<file path="src/rtl/ctrl_pkg.sv">
// Shared encodings for the multicycle ARM control FSM: states, opcode and cmd
// fields, and the datapath select / ALU control codes.
package ctrl_pkg;

  typedef enum logic [3:0] {
    S_FETCH,
    S_DECODE,
    S_MEMADR,
    S_MEMREAD,
    S_MEMWB,
    S_MEMWRITE,
    S_EXECUTER,
    S_EXECUTEI,
    S_ALUWB,
    S_BRANCH
  } state_t;

  localparam logic [1:0] OP_DP    = 2'b00;
  localparam logic [1:0] OP_MEM   = 2'b01;
  localparam logic [1:0] OP_BR    = 2'b10;
  localparam logic [1:0] OP_UNDEF = 2'b11;

  localparam logic [3:0] CMD_AND = 4'b0000;
  localparam logic [3:0] CMD_SUB = 4'b0010;
  localparam logic [3:0] CMD_ADD = 4'b0100;
  localparam logic [3:0] CMD_CMP = 4'b1010;
  localparam logic [3:0] CMD_ORR = 4'b1100;

  localparam logic [1:0] SRCA_RD1 = 2'b00;
  localparam logic [1:0] SRCA_PC  = 2'b01;

  localparam logic [1:0] SRCB_RD2    = 2'b00;
  localparam logic [1:0] SRCB_EXTIMM = 2'b01;
  localparam logic [1:0] SRCB_FOUR   = 2'b10;

  localparam logic [1:0] RES_ALUOUT    = 2'b00;
  localparam logic [1:0] RES_READDATA  = 2'b01;
  localparam logic [1:0] RES_ALURESULT = 2'b10;

  localparam logic [1:0] ALU_ADD = 2'b00;
  localparam logic [1:0] ALU_SUB = 2'b01;
  localparam logic [1:0] ALU_AND = 2'b10;
  localparam logic [1:0] ALU_ORR = 2'b11;

  localparam logic [3:0] REG_PC = 4'd15;

  // States that talk to memory and may be stretched by a wait-state handshake.
  function automatic logic is_mem_access(input state_t s);
    return (s == S_FETCH) || (s == S_MEMREAD) || (s == S_MEMWRITE);
  endfunction

endpackage

</file>
<file path="src/rtl/ctrl_alu_decode.sv">
// Combinational ALU decoder: cmd/S bits plus ALUOp enable -> ALU operation and
// raw (ungated) flag-write request.
module ctrl_alu_decode
  import ctrl_pkg::*;
(
  input  logic [4:0] funct,
  input  logic       alu_op,
  output logic [1:0] alu_control,
  output logic [1:0] flag_w
);

  logic [3:0] cmd;
  logic       set_flags;

  assign cmd       = funct[4:1];
  assign set_flags = funct[0];

  // CMP is a subtraction, so besides N,Z it also updates C,V like ADD/SUB.
  always_comb begin
    alu_control = ALU_ADD;
    flag_w      = 2'b00;
    if (alu_op) begin
      case (cmd)
        CMD_ADD:          alu_control = ALU_ADD;
        CMD_SUB, CMD_CMP: alu_control = ALU_SUB;
        CMD_AND:          alu_control = ALU_AND;
        CMD_ORR:          alu_control = ALU_ORR;
        default:          alu_control = ALU_ADD;
      endcase
      flag_w[1] = set_flags;
      flag_w[0] = set_flags & ((cmd == CMD_ADD) | (cmd == CMD_SUB) | (cmd == CMD_CMP));
    end
  end

endmodule

</file>
<file path="src/rtl/multicycle_ctrl_fsm.sv">
// Main control FSM for the multicycle ARM datapath. Define CTRL_MEMWAIT_EN to
// stretch FETCH/MEMREAD/MEMWRITE until MemReady; otherwise MemReady is ignored.
module multicycle_ctrl_fsm
  import ctrl_pkg::*;
(
  input  logic       clk,
  input  logic       reset,
  input  logic [1:0] Op,
  input  logic [5:0] Funct,
  input  logic [3:0] Rd,
  input  logic       CondEx,
  input  logic       MemReady,
  output logic       IRWrite,
  output logic       AdrSrc,
  output logic       ALUOp,
  output logic [1:0] ALUSrcA,
  output logic [1:0] ALUSrcB,
  output logic [1:0] ResultSrc,
  output logic [1:0] ALUControl,
  output logic       PCWrite,
  output logic       RegWrite,
  output logic       MemWrite,
  output logic [1:0] FlagWrite
);

  state_t     state;
  state_t     next_state;
  logic       mem_ready;
  logic       ir_w;
  logic       next_pc;
  logic       reg_w;
  logic       mem_w;
  logic       branch;
  logic [1:0] flag_w;
  logic       rd_is_pc;

`ifdef CTRL_MEMWAIT_EN
  assign mem_ready = MemReady | ~is_mem_access(state);
`else
  logic unused_memready;
  assign unused_memready = MemReady;
  assign mem_ready       = 1'b1;
`endif

  assign rd_is_pc = (Rd == REG_PC);

  always_ff @(posedge clk or negedge reset) begin
    if (!reset) state <= S_FETCH;
    else        state <= next_state;
  end

  always_comb begin
    next_state = state;
    case (state)
      S_FETCH:    if (mem_ready) next_state = S_DECODE;
      S_DECODE: begin
        case (Op)
          OP_MEM:   next_state = S_MEMADR;
          OP_DP:    next_state = Funct[5] ? S_EXECUTEI : S_EXECUTER;
          OP_BR:    next_state = S_BRANCH;
          OP_UNDEF: next_state = S_FETCH;
          default:  next_state = S_FETCH;
        endcase
      end
      S_MEMADR:   next_state = Funct[0] ? S_MEMREAD : S_MEMWRITE;
      S_MEMREAD:  if (mem_ready) next_state = S_MEMWB;
      S_MEMWB:    next_state = S_FETCH;
      S_MEMWRITE: if (mem_ready) next_state = S_FETCH;
      S_EXECUTER,
      S_EXECUTEI: next_state = S_ALUWB;
      S_ALUWB:    next_state = S_FETCH;
      S_BRANCH:   next_state = S_FETCH;
      default:    next_state = S_FETCH;
    endcase
  end

  // Raw per-state requests; CondEx gating and reset masking happen below.
  always_comb begin
    ir_w      = 1'b0;
    AdrSrc    = 1'b0;
    ALUOp     = 1'b0;
    ALUSrcA   = SRCA_RD1;
    ALUSrcB   = SRCB_RD2;
    ResultSrc = RES_ALUOUT;
    next_pc   = 1'b0;
    reg_w     = 1'b0;
    mem_w     = 1'b0;
    branch    = 1'b0;
    case (state)
      S_FETCH: begin
        ir_w      = mem_ready;
        ALUSrcA   = SRCA_PC;
        ALUSrcB   = SRCB_FOUR;
        ResultSrc = RES_ALURESULT;
        next_pc   = mem_ready;
      end
      S_DECODE: begin
        ALUSrcA   = SRCA_PC;
        ALUSrcB   = SRCB_FOUR;
        ResultSrc = RES_ALURESULT;
      end
      S_MEMADR: begin
        ALUSrcB = SRCB_EXTIMM;
      end
      S_MEMREAD: begin
        AdrSrc = 1'b1;
      end
      S_MEMWB: begin
        ResultSrc = RES_READDATA;
        reg_w     = 1'b1;
      end
      S_MEMWRITE: begin
        AdrSrc = 1'b1;
        mem_w  = mem_ready;
      end
      S_EXECUTER: begin
        ALUOp = 1'b1;
      end
      S_EXECUTEI: begin
        ALUOp   = 1'b1;
        ALUSrcB = SRCB_EXTIMM;
      end
      S_ALUWB: begin
        reg_w = (Funct[4:1] != CMD_CMP);
      end
      S_BRANCH: begin
        ALUSrcB   = SRCB_EXTIMM;
        ResultSrc = RES_ALURESULT;
        branch    = 1'b1;
      end
      default: begin
        ir_w = 1'b0;
      end
    endcase
  end

  ctrl_alu_decode u_alu_decode (
    .funct       (Funct[4:0]),
    .alu_op      (ALUOp),
    .alu_control (ALUControl),
    .flag_w      (flag_w)
  );

  // A write to R15 is a jump: it goes to the PC, never the register file.
  assign IRWrite   = reset & ir_w;
  assign RegWrite  = reset & reg_w & CondEx & ~rd_is_pc;
  assign PCWrite   = reset & (next_pc | ((branch | (reg_w & rd_is_pc)) & CondEx));
  assign MemWrite  = reset & mem_w & CondEx;
  assign FlagWrite = flag_w & {2{CondEx & reset}};

endmodule
</file>
<file path="config.mk">
export PLATFORM = sky130hd
export DESIGN_NAME = multicycle_ctrl_fsm
export DESIGN_NICKNAME = d
export VERILOG_FILES = /design/src/rtl/ctrl_pkg.sv /design/src/rtl/ctrl_alu_decode.sv /design/src/rtl/multicycle_ctrl_fsm.sv
export SDC_FILE = /design/constraint.sdc
export NUM_CORES = 1
export LEC_CHECK = 0
export CAP_MARGIN = 40
export CORE_MARGIN = 1
export CORE_UTILIZATION = 37
export DETAILED_ROUTE_END_ITERATION = 12
export GPL_TIMING_DRIVEN = 0
export PLACE_DENSITY_LB_ADDON = 0.05
export SETUP_SLACK_MARGIN = 0.5
export SLEW_MARGIN = 20
export SYNTH_ARGS = -nofsm -noshare
export SYNTH_HDL_FRONTEND = slang
export SYNTH_HIERARCHICAL = 1
export SYNTH_SLANG_ARGS = --single-unit
</file>
<file path="constraint.sdc">
create_clock -name clk -period 4.1 [get_ports clk]
set_input_delay 0.615 -clock clk [delete_from_list [all_inputs] [get_ports clk]]
set_output_delay 0.615 -clock clk [all_outputs]
set_load 0.01 [all_outputs]
</file>
After elaboration in Yosys (flattened, before gate mapping)
Cells that the tools add are included.
- word-level logic and storage cells: 61
- latch bits: 0
- output and inout bits: 16
- memories kept: 0
- bits in read-only memories: 0
- register bits: 4
- input bits: 16
- RAM bits: 0
- bitwise operators: 17
- multipliers: 0
- add/subtract/negate cells: 0
- reductions and logical operators: 9
- magnitude comparators: 0
- divide/modulo/power cells: 0
- shifts and indexed selects: 0
- eq/ne operators: 18
- mux-type cells: 16
- operators by type and width (cell ; number):
    == test 4 x 3 -> 1 bit (second input constant) ; 5
    == test 4 bit (second input constant) ; 5
    one-hot mux 4 bit (5 select lines) ; 1
    one-hot mux 4 bit (4 select lines) ; 1
    == test 4 x 2 -> 1 bit (second input constant) ; 3
    bitwise AND 1 bit ; 11
    zero test 4 bit ; 2
    one-hot mux 2 bit (2 select lines) ; 2
    OR reduction 2 bit ; 4
    2-to-1 mux 1 bit ; 7
    one-hot mux 2 bit (3 select lines) ; 1
    OR reduction 3 bit ; 2
    == test 2 bit (second input constant) ; 2
    == test 4 x 1 -> 1 bit (second input constant) ; 1
    2-to-1 mux 2 bit ; 2
    != test 4 bit (second input constant) ; 1
    bitwise OR 1 bit ; 4
    2-to-1 mux 3 bit ; 1
    bitwise AND 2 bit ; 1
    == test 2 x 1 -> 1 bit (second input constant) ; 1
    zero test 2 bit ; 1
    one-hot mux 1 bit (2 select lines) ; 1
    inverter 1 bit ; 1

Logic depth before layout (Yosys ltp)
- word-level depth: 7
- depth in mapped cells: 6
- gate-level depth less buffers: 5

By module
The synthesis kept the hierarchy.
- modules (own cells, without submodules) (module ; times used ; area an instance (um^2) ; cells an instance ; sequential area each (um^2)):
    multicycle_ctrl_fsm ; 1 ; 421.7 ; 53 ; 100.1
    ctrl_alu_decode ; 1 ; 70.1 ; 10 ; 0.0

Least setup slack after synthesis
No wires, ideal clock.
- path type: register -> output
- start point: reg state[3]
- end point: out FlagWrite[0]
- setup slack: 1836 ps
- arrival time: 1649 ps
- stages on the path, launching flop included: 7
- path buffers: 2
- cell sequence: dfrtp_1 -> buf_2 -> buf_1 -> nor3_1 -> nand2b_1 -> a211oi_2 -> and3_1
- longest elaborated chain between the ends: 5
- elaborated cells on any way between the ends: 6
- classes of those cells: eq/ne (2); mux (2); bitwise (1); reduce/logical (1)
- RTL lines (element ; RTL line ; RTL):
    start: declaration ; multicycle_ctrl_fsm.sv:26 ; state_t state;
    start signal: assignment ; multicycle_ctrl_fsm.sv:49 ; else state <= next_state;
    == test 4 x 3 -> 1 bit ; multicycle_ctrl_fsm.sv:89 ; case (state)
    OR reduction 2 bit (no source line) * ; n/a ;
    2-to-1 mux 1 bit * ; multicycle_ctrl_fsm.sv:89 ;
    named net ALUOp ; multicycle_ctrl_fsm.sv:15 ; output logic ALUOp,
    2-to-1 mux 2 bit * ; ctrl_alu_decode.sv:22 ; if (alu_op) begin
    named net flag_w[0] ; multicycle_ctrl_fsm.sv:34 ; logic [1:0] flag_w;
    bitwise AND 2 bit * ; multicycle_ctrl_fsm.sv:149 ; assign FlagWrite = flag_w & {2{CondEx & reset}};
    end: declaration ; multicycle_ctrl_fsm.sv:23 ; output logic [1:0] FlagWrite
Mark *: on every way through the listed nets, which the timed path passes. The rest lies on a longest branch.

Worst setup path in the final report
- start point: in Funct[3]
- end point: out FlagWrite[0]
- longest elaborated chain between the ends: 6
- elaborated cells on any way between the ends: 8
- classes of those cells: eq/ne (3); mux (1); bitwise (4)
- RTL lines (element ; RTL line ; RTL):
    start: declaration ; multicycle_ctrl_fsm.sv:9 ; input logic [5:0] Funct,
    == test 4 x 3 -> 1 bit or == test 4 x 2 -> 1 bit (tied branches) ; ctrl_alu_decode.sv:31 ; flag_w[0] = set_flags & ((cmd == CMD_ADD) | (cmd == CMD_SUB) | (cmd == CMD_CMP));
    bitwise OR 1 bit ; ctrl_alu_decode.sv:31 ;
    bitwise OR 1 bit * ; ctrl_alu_decode.sv:31 ;
    bitwise AND 1 bit * ; ctrl_alu_decode.sv:31 ;
    2-to-1 mux 2 bit * ; ctrl_alu_decode.sv:22 ;
    named net flag_w[0] ; multicycle_ctrl_fsm.sv:34 ;
    bitwise AND 2 bit * ; multicycle_ctrl_fsm.sv:149 ;
Marks and branches as above.

==> results_dict.tcl <==
set metrics [dict create \
    core_area_sq_um 1171 \
    crit_required_ps 3480 \
    syn2layout_area_growth_pct 67.18 \
    place_congestion 0.7226 \
    final_nets 113 \
    top_register "state" \
    cts.sinks 4 \
    grt_pass1_vias 512 \
    drive_above_1_share 0.1263 \
    fin_util 0.7019 \
    min-delay-path-class "flop to flop" \
    ys_seq_area_frac 0.2036 \
    dp_hpwl_microns 1037 \
    dr.pass1.iters 4 \
    rows 12 \
    antenna_found_initial 0 \
    worstSetupStartpointType "input port" \
    vias 588 \
    start_util 0.4199 \
    maxSlewViolCount 0 \
    critPathSlowestCell "clkdlybuf4s50_1" \
    setup-violations-final 0 \
    power.clock.fraction 0.104 \
    root_buffer "clkbuf_4" \
    seq_power_share 0.138 \
    final_area_sq_um 822.0 \
    synth_top_area_frac 0.2036 \
    p_leak_nw 0.3195 \
    track_usage 0.2199 \
    drv_cap 0 \
    io_buffers 29 \
    status "completed" \
    synth_edf_count 0 \
    synth-seq-cells 4 \
    clk_pin_slew_ps 40 \
    cts_buffers 3 \
    htree_levels 1 \
    fmax_ghz 0.3260 \
    wl_microns 1393 \
    finalSetupTns_ps 0 \
    postCtsSetupBuffers 0 \
    die_area_sq_um 1479 \
    power.net_switching_mw 0.2240 \
    routed.top_layer "met4" \
    crit_path_max_fanout 5 \
    die_h_microns 38.46 \
    fin_crit_ps 3067 \
    synth_cells 63 \
    wire_per_inst_microns 12.78 \
    wl_met3_microns 103 \
    io-pin-count 32 \
    antenna_left 0 \
    grt_max_degree 11 \
    drt-initial-drc-count 15 \
    wl_met2_microns 640 \
    ys.warnings.count 6 \
    clk_path_buf_depth 2 \
    drc 0 \
    antenna_cells 0 \
    grt_pass1_wl_microns 2221 \
    synth_ff_type "dfrtp_1" \
    top_regs "state: 4 flops" \
    yosysTopAreaCell "dfrtp_1" \
    dp.cells 106 \
    yosys-top-cells-area "dfrtp_1 (20%), nor3_1 (8.1%), nor4b_4 (4.8%), and3_1 (3.8%), nand2b_1 (3.8%)" \
    synth_top_cells_by_count "nor3_1 (8), dfrtp_1 (4), inv_1 (4), nand2_1 (4), nor2_1 (4)" \
    cellInternalPower_mw 0.2906 \
    rr_worst_depth 4 \
    final_cells 109 \
    sw_frac_of_total 0.4353 \
    synth_cell_types 35 \
    critical-path-max-stage-delay_ps 550 \
    clock_latency_ps 250 \
    wl_met1_microns 641 \
    critPathArrivalTime_ps 2450 \
    ctsResizeCount 0 \
    placed_cell_area_sq_um 799.5 \
    die_width_microns 38.46 \
    syn_area_per_cell_sq_um 7.805 \
    cp_common_cell "clkdlybuf4s50_1" \
    hold_viol_final 0 \
    critical_path.cell_chain "clkdlybuf4s50_1 -> or3b_1 -> a211oi_2 -> and3_1 -> clkdlybuf4s50_1" \
    largest_reg_flops 4 \
    min_delay_path_depth 2 \
    hold_buffers 0 \
    end_kind "output port" \
    rsz0062_at_grt "no" \
    power_density_nw_per_um2 626.1 \
    synth_area_sq_um 491.7 \
    vias_per_cell 5.394 \
    worstSetupPathType "input port to output port" \
    cts_tree "done" \
    async_reset_ff_frac 1.000 \
    power_frac_comb 0.758 \
    period_share 0.7481 \
    skew_ps 5.492 \
    ir_drop_uv 471.0 \
    synth_nets 79 \
    overflow 0 \
    yosysMostFrequentCell "nor3_1" \
]
-- per-stage QoR --
stage	total power, mW	setup WS (ps)	hold WS [ps]
after floorplan	0.3000	1836	319.4
after global placement	0.4572	1037	590.2
after detailed placement	0.4599	1026	597.1
after CTS	0.5175	1026	603.7
after global routing	0.5545	856.1	636.2
final	0.5147	1033	600.1
-- cell families after synthesis --
| group | synth area share |
|---|---|
| other cells | 0.007626 |
| compound gates | 0.2087 |
| flops | 0.2036 |
| buf+inv | 0.1068 |
| xor+xnor | 0.05344 |
| simple gates | 0.4199 |
-- final timing paths --
path | startpoint | slack [ps] | endpoint
worst min register to register | state[0] | 600 | state[0]
min in group asynchronous | reset | 640 | state[2]
worst min-delay path | state[0] | 600 | state[0]
max in group asynchronous | reset | 3190 | state[0]
worst max register to register | state[2] | 2920 | state[3]
worst max-delay path | Funct[3] | 1030 | FlagWrite[0]
-- critical path, delay by kind of cell --
kind,cells,cell delay (ps)
simple gates,2,550
compound gates,1,210
buf+inv,2,1080
-- power groups by stage --
| stage | logic [mW] | clock network (mW) | registers (mW) |
|---|---|---|---|
| after floorplan | 0.230 | 0 | 0.0696 |
| after global placement | 0.386 | 0 | 0.0713 |
| after detailed placement | 0.388 | 0 | 0.0721 |
| after CTS | 0.391 | 0.0545 | 0.0717 |
| after global routing | 0.425 | 0.0567 | 0.0730 |
| final | 0.390 | 0.0533 | 0.0713 |
-- layout make-up --
cell class	instances	area (sq um)
buffer	6	37.54
fill	117	349.1
sequential	4	100.1
tap	14	17.52
multi-input combinational	49	339.1
clock buffer	3	22.52
inverter	4	15.01
timing repair buffer	29	290.3
-- routing by layer --
metal,GRT usage,vias to the layer above
met3,0.05233,2
met5,0,-
met4,0.1034,0
met2,0.3390,25
met1,0.2867,265
li1,-,296
-- cells in the final DEF, fill, tap and decap left out, types with 2 or more instances in the layout --
cell type        count
a21oi_1              2
and3_1               3
buf_2                3
clkbuf_4             3
clkdlybuf4s50_1     29
dfrtp_1              4
inv_1                4
nand2_1              4
nand2b_1             3
nor2_1               4
nor2b_1              2
nor3_1               8
xor2_1               2
Power figures use the tool's default switching activity.
